==> config.mk <==
export PLATFORM = sky130hd
export DESIGN_NAME = checkout_marker_flat
export DESIGN_NICKNAME = d
export VERILOG_FILES = /design/src/rtl/checkout_if.sv /design/src/rtl/checkout_marker.sv /design/src/flat_wrapper.sv
export SDC_FILE = /design/constraint.sdc
export NUM_CORES = 1
export LEC_CHECK = 0
export ABC_CLOCK_PERIOD_IN_PS = 4200
export CAP_MARGIN = 20
export CORE_MARGIN = 2
export CORE_UTILIZATION = 35
export CTS_BUF_LIST = sky130_fd_sc_hd__clkbuf_4 sky130_fd_sc_hd__clkbuf_8
export DETAILED_ROUTE_END_ITERATION = 10
export GPL_TIMING_DRIVEN = 0
export PLACE_DENSITY_LB_ADDON = 0.1
export SKIP_LAST_GASP = 1
export SLEW_MARGIN = 20
export SYNTH_ARGS = -nofsm -noshare
export SYNTH_HDL_FRONTEND = slang
export SYNTH_SLANG_ARGS = --single-unit
==> constraint.sdc <==
create_clock -name clk -period 4.2 [get_ports clk]
set_clock_uncertainty 0.05 [all_clocks]
set_input_delay 0.84 -clock clk [delete_from_list [all_inputs] [get_ports clk]]
set_output_delay 0.84 -clock clk [all_outputs]
set_load 0.05 [all_outputs]
==> src/rtl/checkout_if.sv <==
// checkout_if: bundle between the checkout front end and checkout_marker.
//
// The master side drives the scan, upc, pay, cancel and tag_ready inputs.
// The slave side (checkout_marker) drives:
//   - the tag write channel: tag_valid, tag_upc, tag_mark, tag_disc;
//   - the status outputs: item_count, disc_count, full, busy, done.
interface checkout_if #(
  parameter int CW = 4
);
  logic          scan;
  logic [2:0]    upc;
  logic          pay;
  logic          cancel;
  logic          tag_ready;
  logic          tag_valid;
  logic [2:0]    tag_upc;
  logic          tag_mark;
  logic          tag_disc;
  logic [CW-1:0] item_count;
  logic [CW-1:0] disc_count;
  logic          full;
  logic          busy;
  logic          done;

  modport master (
    output scan, upc, pay, cancel, tag_ready,
    input  tag_valid, tag_upc, tag_mark, tag_disc,
    input  item_count, disc_count, full, busy, done
  );

  modport slave (
    input  scan, upc, pay, cancel, tag_ready,
    output tag_valid, tag_upc, tag_mark, tag_disc,
    output item_count, disc_count, full, busy, done
  );
endinterface

==> src/rtl/checkout_marker.sv <==
// checkout_marker: point-of-sale cart buffer and tag marker.
//
// Buffers up to DEPTH scanned item codes {U,P,C} in a FIFO. On pay it streams
// one tag write per item (mark = 1) over a valid/ready handshake, in scan
// order. It also reports each item's discount flag, P | (U & C), and keeps a
// running count of discounted items for the transaction.
//
// Ports:
//   clk    - system clock, rising edge active
//   reset  - synchronous, active-high
//   bus    - checkout_if.slave:
//              inputs:  scan, upc, pay, cancel, tag_ready
//              outputs: tag_valid, tag_upc, tag_mark, tag_disc,
//                       item_count, disc_count, full, busy, done
module checkout_marker #(
  parameter int DEPTH = 8,
  parameter int CW    = 4
) (
  input  logic       clk,
  input  logic       reset,
  checkout_if.slave  bus
);

  localparam int PW = $clog2(DEPTH);

  localparam logic [1:0] S_IDLE  = 2'd0;
  localparam logic [1:0] S_CART  = 2'd1;
  localparam logic [1:0] S_DRAIN = 2'd2;
  localparam logic [1:0] S_DONE  = 2'd3;

  logic [1:0]    state;
  logic [2:0]    mem [DEPTH];
  logic [PW-1:0] wr_ptr;
  logic [PW-1:0] rd_ptr;
  logic [CW-1:0] item_count;
  logic [CW-1:0] disc_count;
  logic [2:0]    head;
  logic          at_cap;
  logic          accept;
  logic          xfer;
  logic          draining;

  function automatic logic disc(input logic [2:0] code);
    return code[1] | (code[2] & code[0]);
  endfunction

  assign at_cap   = (item_count == CW'(DEPTH));
  assign draining = (state == S_DRAIN);
  assign xfer     = draining && bus.tag_ready;

  // A scan is stored in IDLE, or in CART when there is room and no cancel
  // competes with it in the same cycle.
  assign accept = bus.scan &&
                  ((state == S_IDLE) ||
                   ((state == S_CART) && !bus.cancel && !at_cap));

  // Item storage carries no reset; the pointers alone define what is valid.
  always_ff @(posedge clk) begin
    if (accept) mem[wr_ptr] <= bus.upc;
  end

  always_ff @(posedge clk) begin
    if (reset) begin
      state      <= S_IDLE;
      wr_ptr     <= '0;
      rd_ptr     <= '0;
      item_count <= '0;
      disc_count <= '0;
    end else begin
      case (state)
        S_IDLE: begin
          if (accept) begin
            wr_ptr     <= wr_ptr + PW'(1);
            item_count <= CW'(1);
            disc_count <= disc_count + CW'(disc(bus.upc));
            state      <= S_CART;
          end
        end
        S_CART: begin
          if (bus.cancel) begin
            state      <= S_IDLE;
            wr_ptr     <= '0;
            rd_ptr     <= '0;
            item_count <= '0;
            disc_count <= '0;
          end else begin
            // A scan alongside pay is stored first and drained with the rest.
            if (accept) begin
              wr_ptr     <= wr_ptr + PW'(1);
              item_count <= item_count + CW'(1);
              disc_count <= disc_count + CW'(disc(bus.upc));
            end
            if (bus.pay) state <= S_DRAIN;
          end
        end
        S_DRAIN: begin
          if (xfer) begin
            rd_ptr     <= rd_ptr + PW'(1);
            item_count <= item_count - CW'(1);
            if (item_count == CW'(1)) state <= S_DONE;
          end
        end
        S_DONE: begin
          state      <= S_IDLE;
          wr_ptr     <= '0;
          rd_ptr     <= '0;
          disc_count <= '0;
        end
        default: state <= S_IDLE;
      endcase
    end
  end

  // Tag fields are forced to zero outside DRAIN so stale FIFO data never shows.
  assign head           = mem[rd_ptr];
  assign bus.tag_valid  = draining;
  assign bus.tag_mark   = draining;
  assign bus.tag_upc    = draining ? head : 3'b000;
  assign bus.tag_disc   = draining & disc(head);
  assign bus.item_count = item_count;
  assign bus.disc_count = disc_count;
  assign bus.full       = ((state == S_IDLE) || (state == S_CART)) && at_cap;
  assign bus.busy       = draining;
  assign bus.done       = (state == S_DONE);

endmodule

==> src/flat_wrapper.sv <==
// flat-port wrapper written by rule: the top's interface ports become plain ports
module checkout_marker_flat 
#(
  parameter int DEPTH = 8,
  parameter int CW    = 4
)
  (clk, reset, bus_scan, bus_upc, bus_pay, bus_cancel, bus_tag_ready, bus_tag_valid, bus_tag_upc, bus_tag_mark, bus_tag_disc, bus_item_count, bus_disc_count, bus_full, bus_busy, bus_done);
  checkout_if #(.CW(CW)) bus_i ();
  input  logic clk;
  input  logic reset;
  input wire logic [$bits(bus_i.scan)-1:0] bus_scan;
  input wire logic [$bits(bus_i.upc)-1:0] bus_upc;
  input wire logic [$bits(bus_i.pay)-1:0] bus_pay;
  input wire logic [$bits(bus_i.cancel)-1:0] bus_cancel;
  input wire logic [$bits(bus_i.tag_ready)-1:0] bus_tag_ready;
  output wire logic [$bits(bus_i.tag_valid)-1:0] bus_tag_valid;
  output wire logic [$bits(bus_i.tag_upc)-1:0] bus_tag_upc;
  output wire logic [$bits(bus_i.tag_mark)-1:0] bus_tag_mark;
  output wire logic [$bits(bus_i.tag_disc)-1:0] bus_tag_disc;
  output wire logic [$bits(bus_i.item_count)-1:0] bus_item_count;
  output wire logic [$bits(bus_i.disc_count)-1:0] bus_disc_count;
  output wire logic [$bits(bus_i.full)-1:0] bus_full;
  output wire logic [$bits(bus_i.busy)-1:0] bus_busy;
  output wire logic [$bits(bus_i.done)-1:0] bus_done;
  assign bus_i.scan = bus_scan;
  assign bus_i.upc = bus_upc;
  assign bus_i.pay = bus_pay;
  assign bus_i.cancel = bus_cancel;
  assign bus_i.tag_ready = bus_tag_ready;
  assign bus_tag_valid = bus_i.tag_valid;
  assign bus_tag_upc = bus_i.tag_upc;
  assign bus_tag_mark = bus_i.tag_mark;
  assign bus_tag_disc = bus_i.tag_disc;
  assign bus_item_count = bus_i.item_count;
  assign bus_disc_count = bus_i.disc_count;
  assign bus_full = bus_i.full;
  assign bus_busy = bus_i.busy;
  assign bus_done = bus_i.done;
  checkout_marker #(.DEPTH(DEPTH), .CW(CW)) u_core (.clk(clk), .reset(reset), .bus(bus_i));
endmodule
======== Yosys cells after proc, flatten, opt, wreduce, memory -nomap -nowiden ========
Memory sizes are Yosys's and may differ from the RTL's. A register that Yosys moved wholly into a read port is not among the register bits.
Index checks and enable logic that the tools add are counted.
storage, ports and cells
  register bits after elaboration ......... 16
  bits in writable memories ............... 24
  bits of input ports ..................... 9
  output and inout port bits .............. 17
  word-level logic and storage cells ...... 68
  memories ................................ 1
memories
  name        words  width  read ports  clocked after memory_dff  write ports  RTL line               RTL
  u_core.mem  8      3      1           1                         1            checkout_marker.sv:32  logic [2:0] mem [DEPTH];
cells by class
  add/subtract/negate cells ............... 5
  equal/unequal tests ..................... 11
  multiplexer cells ....................... 25
  bitwise operators ....................... 5
  reduce and logical (&&, ||, !) cells .... 16
operator list
  operator                                              number
  2-to-1 mux 4 bit                                      6
  case mux 4 bit (3 select lines)                       2
  2-to-1 mux 3 bit                                      7
  case mux 3 bit (3 select lines)                       2
  2-to-1 mux 2 bit                                      5
  nonzero test 3 bit                                    3
  case mux 2 bit (4 select lines)                       1
  AND reduction 4 bit                                   2
  adder 3 x 1 -> 3 bit (second input constant)          2
  logical AND 1 bit                                     5
  adder 4 x 1 -> 4 bit                                  1
  adder 4 x 1 -> 4 bit (second input constant)          1
  equality test 2 bit (second input constant)           2
  equality test 4 x 1 -> 1 bit (second input constant)  1
  equality test 4 bit (second input constant)           1
  != test 2 x 1 -> 1 bit (second input constant)        2
  != test 2 bit (second input constant)                 2
  subtractor 4 x 1 -> 4 bit (second input constant)     1
  AND 1 bit                                             3
  != test 3 x 2 -> 1 bit (second input constant)        1
  != test 3 bit (second input constant)                 1
  AND reduction 3 bit                                   1
  equality test 2 x 1 -> 1 bit (second input constant)  1
  logical NOT 1 bit                                     2
  other kinds (4)                                       7

======== Longest topological paths before layout ========
Gate-level depths: netlist of run 1.
  word-level depth ........................ 8
  gate-level depth with buffers ........... 7
  gate-level depth less buffers ........... 6

======== Least setup slack after synthesis of run 1 ========
No wires, ideal clock.
  kind .................................... flip-flop to output port
  start point ............................. register u_core.state[0]
  end point ............................... output port bus_tag_disc
  arrival ................................. 2236 ps
  required time ........................... 3310 ps
  setup slack ............................. 1074 ps
  cell stages (with the launch flop) ...... 6
  path buffers ............................ 1
  cell sequence ........................... dfxtp_1 inv_1 ha_1 buf_2 inv_1 o22ai_1
between the ends
  longest elaborated chain between the ends .. 2
RTL lines
  element                 RTL line                RTL
  from (decl)             checkout_marker.sv:31   logic [1:0] state;
  from (signal assigned)  checkout_marker.sv:64   state <= S_IDLE;
  from (signal assigned)  checkout_marker.sv:76   state <= S_CART;
  from (signal assigned)  checkout_marker.sv:81   state <= S_IDLE;
  equality test 2 bit     checkout_marker.sv:48   assign draining = (state == S_DRAIN);
  named net bus_busy      flat_wrapper.sv:23      output wire logic [$bits(bus_i.busy)-1:0] bus_busy;
  AND 1 bit               checkout_marker.sv:119  assign bus.tag_disc = draining & disc(head);
  to (decl)               flat_wrapper.sv:19      output wire logic [$bits(bus_i.tag_disc)-1:0] bus_tag_disc;
The timed path passes the listed nets, and every way through them passes these cells.

======== Final worst setup path of run 1 ========
  start point ............................. register u_core.state[0]
  end point ............................... output port bus_tag_disc
between the ends
  longest elaborated chain between the ends .. 2
RTL lines
  element              RTL line
  equality test 2 bit  checkout_marker.sv:48
  AND 1 bit            checkout_marker.sv:119
Every way passes these cells.

==> out/qor.csv, run 1 <==
metric,value,unit
status,completed,
place_hpwl,3670,µm
crit_chain,inv_1 -> ha_1 -> buf_2 -> inv_1 -> o22ai_1 -> clkdlybuf4s50_1,
netlist_area,2200,µm²
cts_max_path_buffers,2,
ant_nets,0,
cts_sinks,43,
fmax,0.279,GHz
post_drt_wl_per_cell,16.6,µm
leakagePower,0.900,nW
reg2reg_depth,7,
maxSlewViolCount,0,
rsz0062_at_grt,no,
via_per_inst,5.58,
dp_slack,0.884,ns
worstPathRequired,3.31,ns
drtIter0Drc,112,
setup.worst_path.start,u_core.state[0],
drive_gt1_share,13.0,%
core-area,5990,µm²
max-cap-violations,0,
clk_pin_slew,0.08,ns
post_cts_resized,0,
drt_wl_total,4950,µm
grt_util_met3,2.98,%
io_pins,26,
drc,0,
grt_pass1_wl,8160,µm
max_slew_margin,44.3,%
crit_path_end_kind,primary output,
layout_common_cells,"clkdlybuf4s50_1 (24), edfxtp_1 (24), dfxtp_1 (19), nor2_1 (15), a21oi_1 (15)",
r2r-end,u_core.mem[0][2],
post-route-util,43.9,%
diodes,0,
grt-busiest-layer,met2,
die_h,83.3,µm
cts_tree,yes,
antenna_found_initial,0,
grt_usage,14.6,%
crit_top_cell,inv_1,
worstSetupEndpoint,bus_tag_disc,
setup_viol,0,
setup_ws,0.618,ns
cts_buffers,5,
die_w,83.3,µm
fin_tns_setup,0,ns
critPathLaunchType,register,
vias,1664,
yosys.area.top_type_share,32.7,%
rrSetupSlack,1.44,ns
synth_edf_count,24,
root_buffer,clkbuf_8,
grt_max_degree,16,
grt_overflow_total,0,
postSynthAreaPerCell,11.5,µm²
use_met1,19.5,%
path_class,reg -> out,
yosysTopAreaCell,edfxtp_1,
vdd_ir_drop_max,0.156,mV
syn2layout_area_growth,19.4,%
ys_ff_latch,43,
yosysSeqAreaShare,50.0,%
critical-path-max-stage-delay,0.82,ns
multi_input_comb_area,1010,µm²
finalHoldViolCount,0,
start_util,36.8,%
die-area,6940,µm²
globalplace.congestion,0.864,
nFillCells,576,
clock_latency,0.29,ns
syn_inst,191,
yosysWarnings,0,
io_buffer_count,24,
min_period,3.58,ns
post-cts-setup-buffer-count,0,
nNetsFinal,244,
cp_slowest_cell,clkdlybuf4s50_1,
grt_pass1_vias,1671,
synth_fp_nets,213,
drt_pass1_iterations,4,
p_per_area,348,nW/µm²
synth_area_leaders,"edfxtp_1 (33%), dfxtp_1 (17%), ha_1 (7.4%)",
cts_max_level,2,
fin_hold_ws,0.442,ns
ys_types,47,
worstMarginPinSlew,0.828,ns
crit_path_max_fanout,10,
synth_ff_type,edfxtp_1,
cts_hold_buf,0,
register_area,1100,µm²
min_period_over_period,85.3,%
met2_usage,23.7,%
rows,28,
hp-class,reg -> reg,
async_flop_share,0,%
cp.arrival,2.69,ns
cell usage after synthesis (2+ instances only):
library cell	instances
edfxtp_1	24
dfxtp_1	19
a21oi_1	15
nor2_1	15
ha_1	13
nand2_1	10
inv_1	9
o31ai_1	9
mux4_2	6
nand4_1	6
buf_2	5
nor2b_1	5
o21ai_0	5
nor3_1	4
mux2i_1	3
nand2b_1	3
or4_1	3
a21o_1	2
buf_4	2
mux2_2	2
nand3_1	2
nand3b_1	2
o2bb2ai_1	2
o41ai_1	2
area by class of cell:
| cell class | instances | area share, % |
|---|---|---|
| multi-input combinational | 129 | 38.4 |
| inverter | 10 | 1.43 |
| sequential | 43 | 41.9 |
| clock inverter | 3 | 0.904 |
| timing repair buffer | 24 | 9.14 |
| clock buffer | 5 | 2.62 |
| tap | 75 | 3.57 |
| buffer | 9 | 2.09 |
power breakdown:
group          leakage (nW)  switching (mW)  internal, mW
clock                0.0408           0.151         0.119
combinational         0.487           0.106        0.0654
sequential            0.371          0.0148         0.458
registers in the layout (all words and copies together) (netlist names), named ones only:
signal	count
u_core.bus.item_count	4
u_core.bus.disc_count	4
u_core.mem	24
u_core.wr_ptr	3
u_core.state	1
u_core.rd_ptr	3
routing by layer:
layer,up-vias,part of all wire [%]
li1,789,-
met1,816,46
met2,51,48
met3,8,4.5
met4,0,1.1
met5,-,0
critical path: cells and delay by family, from the launching register on:
| kind | cells | cell delay (ns) |
|---|---|---|
| buffers and inverters | 4 | 1.43 |
| DFF | 1 | 0.37 |
| AOI/OAI and AO/OA | 1 | 0.20 |
| adders and majority gates | 1 | 0.39 |
through the flow:
stage               area, µm²  instances  total power [mW]
global route             2630        298             0.958
CTS                      2630        298             0.921
finish                   2630        298             0.915
floorplan                2200        191             0.599
detailed placement       2540        290             0.654
global placement         2540        290             0.646
cells by family after synthesis:
group | count (synthesis) | share of synthesized area [%]
adder cells (fa/ha/maj) | 13 | 7.39
buffers and inverters | 19 | 4.20
flip-flops | 43 | 50.0
multiplexers | 11 | 8.52
AO/OA/AOI/OAI | 46 | 15.2
AND/OR/NAND/NOR | 59 | 14.7
worst min-delay path by stage:
stage	startpoint	endpoint	slack (ns)	cells after the start
after CTS	u_core.bus.disc_count[3]	u_core.bus.disc_count[3]	0.44	2
final	u_core.bus.disc_count[3]	u_core.bus.disc_count[3]	0.44	2
after detailed placement	u_core.bus.disc_count[3]	u_core.bus.disc_count[3]	0.43	2
after global routing	u_core.bus.disc_count[3]	u_core.bus.disc_count[3]	0.46	2
after floorplan	u_core.rd_ptr[1]	register	0.41	2
after global placement	u_core.bus.disc_count[3]	u_core.bus.disc_count[3]	0.42	2
Note: power is estimated with default switching activity, not from simulation.
==> run 2, diff against run 1 <==
- ABC_CLOCK_PERIOD_IN_PS: 4200 -> 3550
- SETUP_SLACK_MARGIN: default -> 0.3
- clock period: 4.2 -> 3.55 ns (I/O delays scaled with it)
==> out/qor.csv, run 2 (synthesized netlist as in run 1, its figures left out) <==
metric,value,unit
cp_top_family,buffers and inverters,
cts_hold_buf,0,
maxSlewViolCount,0,
cp_slowest_cell,clkdlybuf4s15_1,
grt_pass1_vias,1671,
rrSetupSlack,0.79,ns
dp.cells,290,
r2r-end,u_core.mem[0][2],
hold_end,u_core.bus.disc_count[3],
whs_path_depth,2,
largestRegisters,"u_core.mem (24), u_core.bus.disc_count (4), u_core.bus.item_count (4)",
p_per_area,412,nW/µm²
worstMarginPinSlew,0.828,ns
io_buffer_count,24,
largest_register,u_core.mem,
post-cts-setup-buffer-count,0,
cts_max_level,2,
io_pins,26,
die_w,83.3,µm
placed_cell_area,2540,µm²
fmax,0.324,GHz
hp-class,reg -> reg,
clock_latency,0.29,ns
post_drt_wl_per_cell,16.6,µm
critical-path-max-stage-delay,0.51,ns
via_per_inst,5.58,
die-area,6940,µm²
finalInstanceArea,2620,µm²
fin_tns_setup,0,ns
layout_common_cells,"edfxtp_1 (24), clkdlybuf4s50_1 (20), dfxtp_1 (19), nor2_1 (15), a21oi_1 (15)",
drc,0,
rsz0062_at_grt,no,
grt_usage,14.6,%
start_util,36.8,%
final_cell_count_no_fill,298,
grt_max_degree,16,
clk_pin_slew,0.08,ns
rows,28,
finalHoldViolCount,0,
drt_pass1_iterations,4,
path_class,reg -> out,
cts_max_path_buffers,2,
max-cap-violations,0,
max_slew_margin,44.3,%
leakagePower,0.908,nW
reg2reg_depth,7,
core-area,5990,µm²
crit_path_max_fanout,10,
min_period_over_period,87.0,%
vdd_ir_drop_max,0.185,mV
crit_path_end_kind,primary output,
fin_total_pwr,1.08,mW
crit_top_cell,inv_1,
worstHoldStart,u_core.bus.disc_count[3],
drive_gt1_share,13.5,%
cp.arrival,2.33,ns
drtIter0Drc,112,
setup_viol,0,
cp_num_buf_inv,4,
grt_pass1_wl,8160,µm
drt_wl_total,4950,µm
diodes,0,
ant_nets,0,
antenna_found_initial,0,
globalplace.congestion,0.864,
crit_chain,inv_1 -> ha_1 -> buf_2 -> inv_1 -> nor2_1 -> clkdlybuf4s15_1,
nNetsFinal,244,
worstPathRequired,2.79,ns
die_h,83.3,µm
cts_buffers,5,
layout_commonest_cell,edfxtp_1,
grt_overflow_total,0,
min_period,3.09,ns
cp.depth,6,
cts_sinks,43,
syn2layout_area_growth,19.1,%
vias,1664,
place_hpwl,3670,µm
status,completed,
root_buffer,clkbuf_8,
cts_tree,yes,
critPathLaunchType,register,
largest_reg_flops,24,
## run 2: cell count changes in the layout (fill, tap and decap cells not counted)
cell             previous run  this run
clkdlybuf4s50_1            24        20
clkdlybuf4s15_1             0         2
clkbuf_2                    0         1
dlygate4sd2_1               0         1
## run 2: worst max path at each step
| stage | startpoint | to | slack (ns) |
|---|---|---|---|
| after CTS | u_core.state[0] | bus_tag_disc | 0.38 |
| after floorplan | u_core.state[0] | bus_tag_disc | 0.55 |
| after global placement | bus_cancel | u_core.mem[0][0] | 0.40 |
| final | u_core.state[0] | bus_tag_upc[2] | 0.46 |
| after detailed placement | bus_cancel | u_core.mem[0][1] | 0.36 |
| after global routing | u_core.state[0] | bus_tag_upc[1] | 0.31 |
## run 2: report_power, final
group | leakage, nW | switching (mW) | total (mW) | internal (mW)
registers | 0.371 | 0.0175 | 0.560 | 0.542
clock network | 0.0408 | 0.179 | 0.319 | 0.141
logic | 0.496 | 0.126 | 0.202 | 0.0767
total | 0.908 | 0.322 | 1.08 | 0.760
## run 2: final cells by class
cell class,instances,area [µm²]
plain buffers,9,55.1
clock buffers,5,68.8
clock inverters,3,23.8
fillers,578,3370
inverters,10,37.5
multi-input cells,129,1010
flip-flops and latches,43,1100
well taps,75,93.8
repair buffers,24,234
## run 2: stage by stage
step                hold slack (ns)  utilization (%)  setup slack (ns)
finish                        0.442             43.8             0.461
global route                  0.460             43.8             0.314
CTS                           0.442             43.8             0.375
detailed placement            0.427             42.3             0.364
global placement              0.424             42.3             0.404
floorplan                     0.412                -             0.554
## run 2: worst reg2reg max path, cell delays in order (launching register included)
cell and delay (ns):
dfxtp_1 0.34, inv_1 0.12, ha_1 0.27, nor2b_1 0.29
buf_2 0.29, a21o_1 0.25, nand2_1 0.13, nor4_1 0.65
## run 2: repair_timing
item                       4_1_cts  5_1_grt
hold endpoints to repair         0        0
setup endpoints to repair        4        3
gates resized for setup          4        4
## run 2: metal layers
metal / share of wire (%) / vias up / track usage [%]
met3: 4.6 / 8 / 2.98
li1: - / 789 / -
met2: 48 / 51 / 23.7
met5: 0 / - / 0
met4: 1.0 / 0 / 4.47
met1: 46 / 816 / 19.5
==> edit (flow settings as in run 2) <==
`CW` is set to 4 in 3 places; all go to 8.
--- a/src/rtl/checkout_if.sv
+++ b/src/rtl/checkout_if.sv
@@ -5,7 +5,7 @@
 //   - the tag write channel: tag_valid, tag_upc, tag_mark, tag_disc;
 //   - the status outputs: item_count, disc_count, full, busy, done.
 interface checkout_if #(
-  parameter int CW = 4
+  parameter int CW = 8
 );
   logic          scan;
   logic [2:0]    upc;
--- a/src/rtl/checkout_marker.sv
+++ b/src/rtl/checkout_marker.sv
@@ -14,7 +14,7 @@
 //                       item_count, disc_count, full, busy, done
 module checkout_marker #(
   parameter int DEPTH = 8,
-  parameter int CW    = 4
+  parameter int CW    = 8
 ) (
   input  logic       clk,
   input  logic       reset,
--- a/src/flat_wrapper.sv
+++ b/src/flat_wrapper.sv
@@ -2,7 +2,7 @@
 module checkout_marker_flat 
 #(
   parameter int DEPTH = 8,
-  parameter int CW    = 4
+  parameter int CW    = 8
 )
   (clk, reset, bus_scan, bus_upc, bus_pay, bus_cancel, bus_tag_ready, bus_tag_valid, bus_tag_upc, bus_tag_mark, bus_tag_disc, bus_item_count, bus_disc_count, bus_full, bus_busy, bus_done);
   checkout_if #(.CW(CW)) bus_i ();
Ports: changed (resized bus_disc_count and bus_item_count); port bits go from 26 to 34. The function was not compared with the original's and may differ.
==> edit against run 2 <==
Hold slack better by 0.011 ns; wire length rose by 25%; setup slack about the same; power rose by 14%; synthesized area increased by 22%; sequential cell count is 8 higher; final area increased by 23%; critical endpoint is now bus_full.
==> edit: results (changes against run 2) <==
{
  "run_status": {
    "status": {"value": "complete, no violations", "change": "unchanged"}
  },
  "sta": {
    "timing_worst_slew_pin_value": {"value": 0.593, "unit": "ns", "change": "was 0.828 ns"},
    "fin_hold_ws": {"value": 0.453, "unit": "ns", "change": "was 0.442 ns"}
  },
  "drt": {
    "route.detailed.wl_per_inst": {"value": 15.4, "unit": "um", "change": "was 16.6 um"}
  },
  "placement": {
    "place.port_buffers": {"value": 33, "change": "was 24"},
    "placedInstanceArea": {"value": 3140, "unit": "um^2", "change": "was 2540 um^2"},
    "finalWeightedCongestion": {"value": 0.783, "change": "was 0.864"},
    "dp.final_hpwl": {"value": 4.51, "unit": "mm", "change": "was 3.67 mm"}
  },
  "clock_tree": {
    "clkTransAtPathRegs": {"value": 0.10, "unit": "ns", "change": "was 0.08 ns"}
  },
  "worst_setup_path": {
    "critPathTopFamily": {"value": "simple AND/OR/NAND/NOR gates", "change": "was buffers and inverters"},
    "end_of_the_worst_register_to_register_path": {"value": "u_core.bus.disc_count[7]$_SDFFE_PP0P_", "change": "was u_core.mem[0][2]$_DFFE_PP_"},
    "critical_path_peak_fanout": {"value": 8, "change": "was 10"},
    "reg2reg_slack": {"value": 1.00, "unit": "ns", "change": "was 0.79 ns"},
    "worst_r2r_path_depth": {"value": 8, "change": "was 7"}
  },
  "global_route": {
    "grt_first_pass_wirelength": {"value": 10.3, "unit": "mm", "change": "was 8.16 mm"},
    "largest_net_degree_at_the_start_of_global_routing": {"value": 17, "change": "was 16"}
  },
  "layout": {
    "layout.cells.non_filler": {"value": 401, "change": "was 298"},
    "biggest_registers_after_layout": {"value": "u_core.mem: 24 flops, u_core.bus.disc_count: 8 flops, u_core.bus.item_count: 8 flops", "change": "was u_core.mem: 24 flops, u_core.bus.disc_count: 4 flops, u_core.bus.item_count: 4 flops"},
    "nNetsFinal": {"value": 324, "change": "was 244"},
    "drive_above_1_share": {"value": 9.27, "unit": "%", "change": "was 13.5%"}
  },
  "power_and_ir_drop": {
    "ir_worst_vdd": {"value": 178, "unit": "uV", "change": "was 185 uV"},
    "leakage_power_summed_over_all_cells": {"value": 0.00109, "unit": "uW", "change": "was 0.000908 uW"}
  },
  "synth": {
    "synth-compound-area-share": {"value": 17.3, "unit": "%", "change": "was 15.2%"},
    "yosys.area_share.xor_xnor": {"value": 0.653, "unit": "%", "change": "was 0%"},
    "gate_count_of_the_mapped_netlist": {"value": 261, "change": "was 191"},
    "netlist-cell-type-count": {"value": 53, "change": "was 47"},
    "netlist_top_cells_area": {"value": "sky130_fd_sc_hd__edfxtp_1 27%, sky130_fd_sc_hd__dfxtp_1 20%, sky130_fd_sc_hd__ha_1 6.5%", "change": "was sky130_fd_sc_hd__edfxtp_1 33%, sky130_fd_sc_hd__dfxtp_1 17%, sky130_fd_sc_hd__ha_1 7.4%"},
    "synth_mux_area_share": {"value": 6.57, "unit": "%", "change": "was 8.52%"},
    "net_count_of_the_mapped_netlist": {"value": 284, "change": "was 213"}
  }
}
-- edit: timing repair --
item / CTS / global route
cloned: 0 / 0
gates resized for setup: 7 / 4
buffers inserted: 0 / 0
hold buffers: 0 / 0
setup endpoints to repair: 5 / 4
-- edit: cell type report --
class,count,area [um^2],share of cell area [%]
Clock inverter,3,20.0,0.622
Timing Repair Buffer,33,320,9.95
Sequential cell,51,1260,39.2
Tap cell,99,124,3.85
Multi-Input combinational cell,180,1290,40.2
Clock buffer,5,68.8,2.14
Inverter,17,63.8,1.98
Buffer,13,67.6,2.10
-- edit: layer usage --
metal | global-route usage, % | vias to the layer above | share of wire [%]
met5 | 0 | - | 0
met4 | 5.18 | 0 | 0.95
met3 | 2.99 | 4 | 4.2
met2 | 22.6 | 39 | 45
met1 | 23.2 | 1044 | 50
li1 | - | 1061 | -
-- edit: cell families after synthesis --
logic type | Yosys count
AND/OR/NAND/NOR | 91
multiplexers | 10
XOR/XNOR | 2
buffers and inverters | 30
adder cells (fa/ha/maj) | 14
flip-flops | 51
AO/OA/AOI/OAI | 63
-- edit: report_power, final --
group          total (uW)  switching, uW  internal (uW)
registers             649           17.2            632
clock network         333            195            138
logic                 253            160           93.3
-- edit: worst max path at each step --
stage               slack [ns]                                   from             end
floorplan                 0.33           u_core.state[0]$_SDFFE_PP0P_    bus_tag_disc
global placement          0.12           u_core.state[0]$_SDFFE_PP0P_    bus_tag_disc
detailed placement         0.1           u_core.state[0]$_SDFFE_PP0P_    bus_tag_disc
CTS                       0.22           u_core.state[0]$_SDFFE_PP0P_    bus_tag_disc
global route              0.34           u_core.state[0]$_SDFFE_PP0P_  bus_tag_upc[0]
finish                    0.46  u_core.bus.item_count[5]$_SDFFE_PP0P_        bus_full
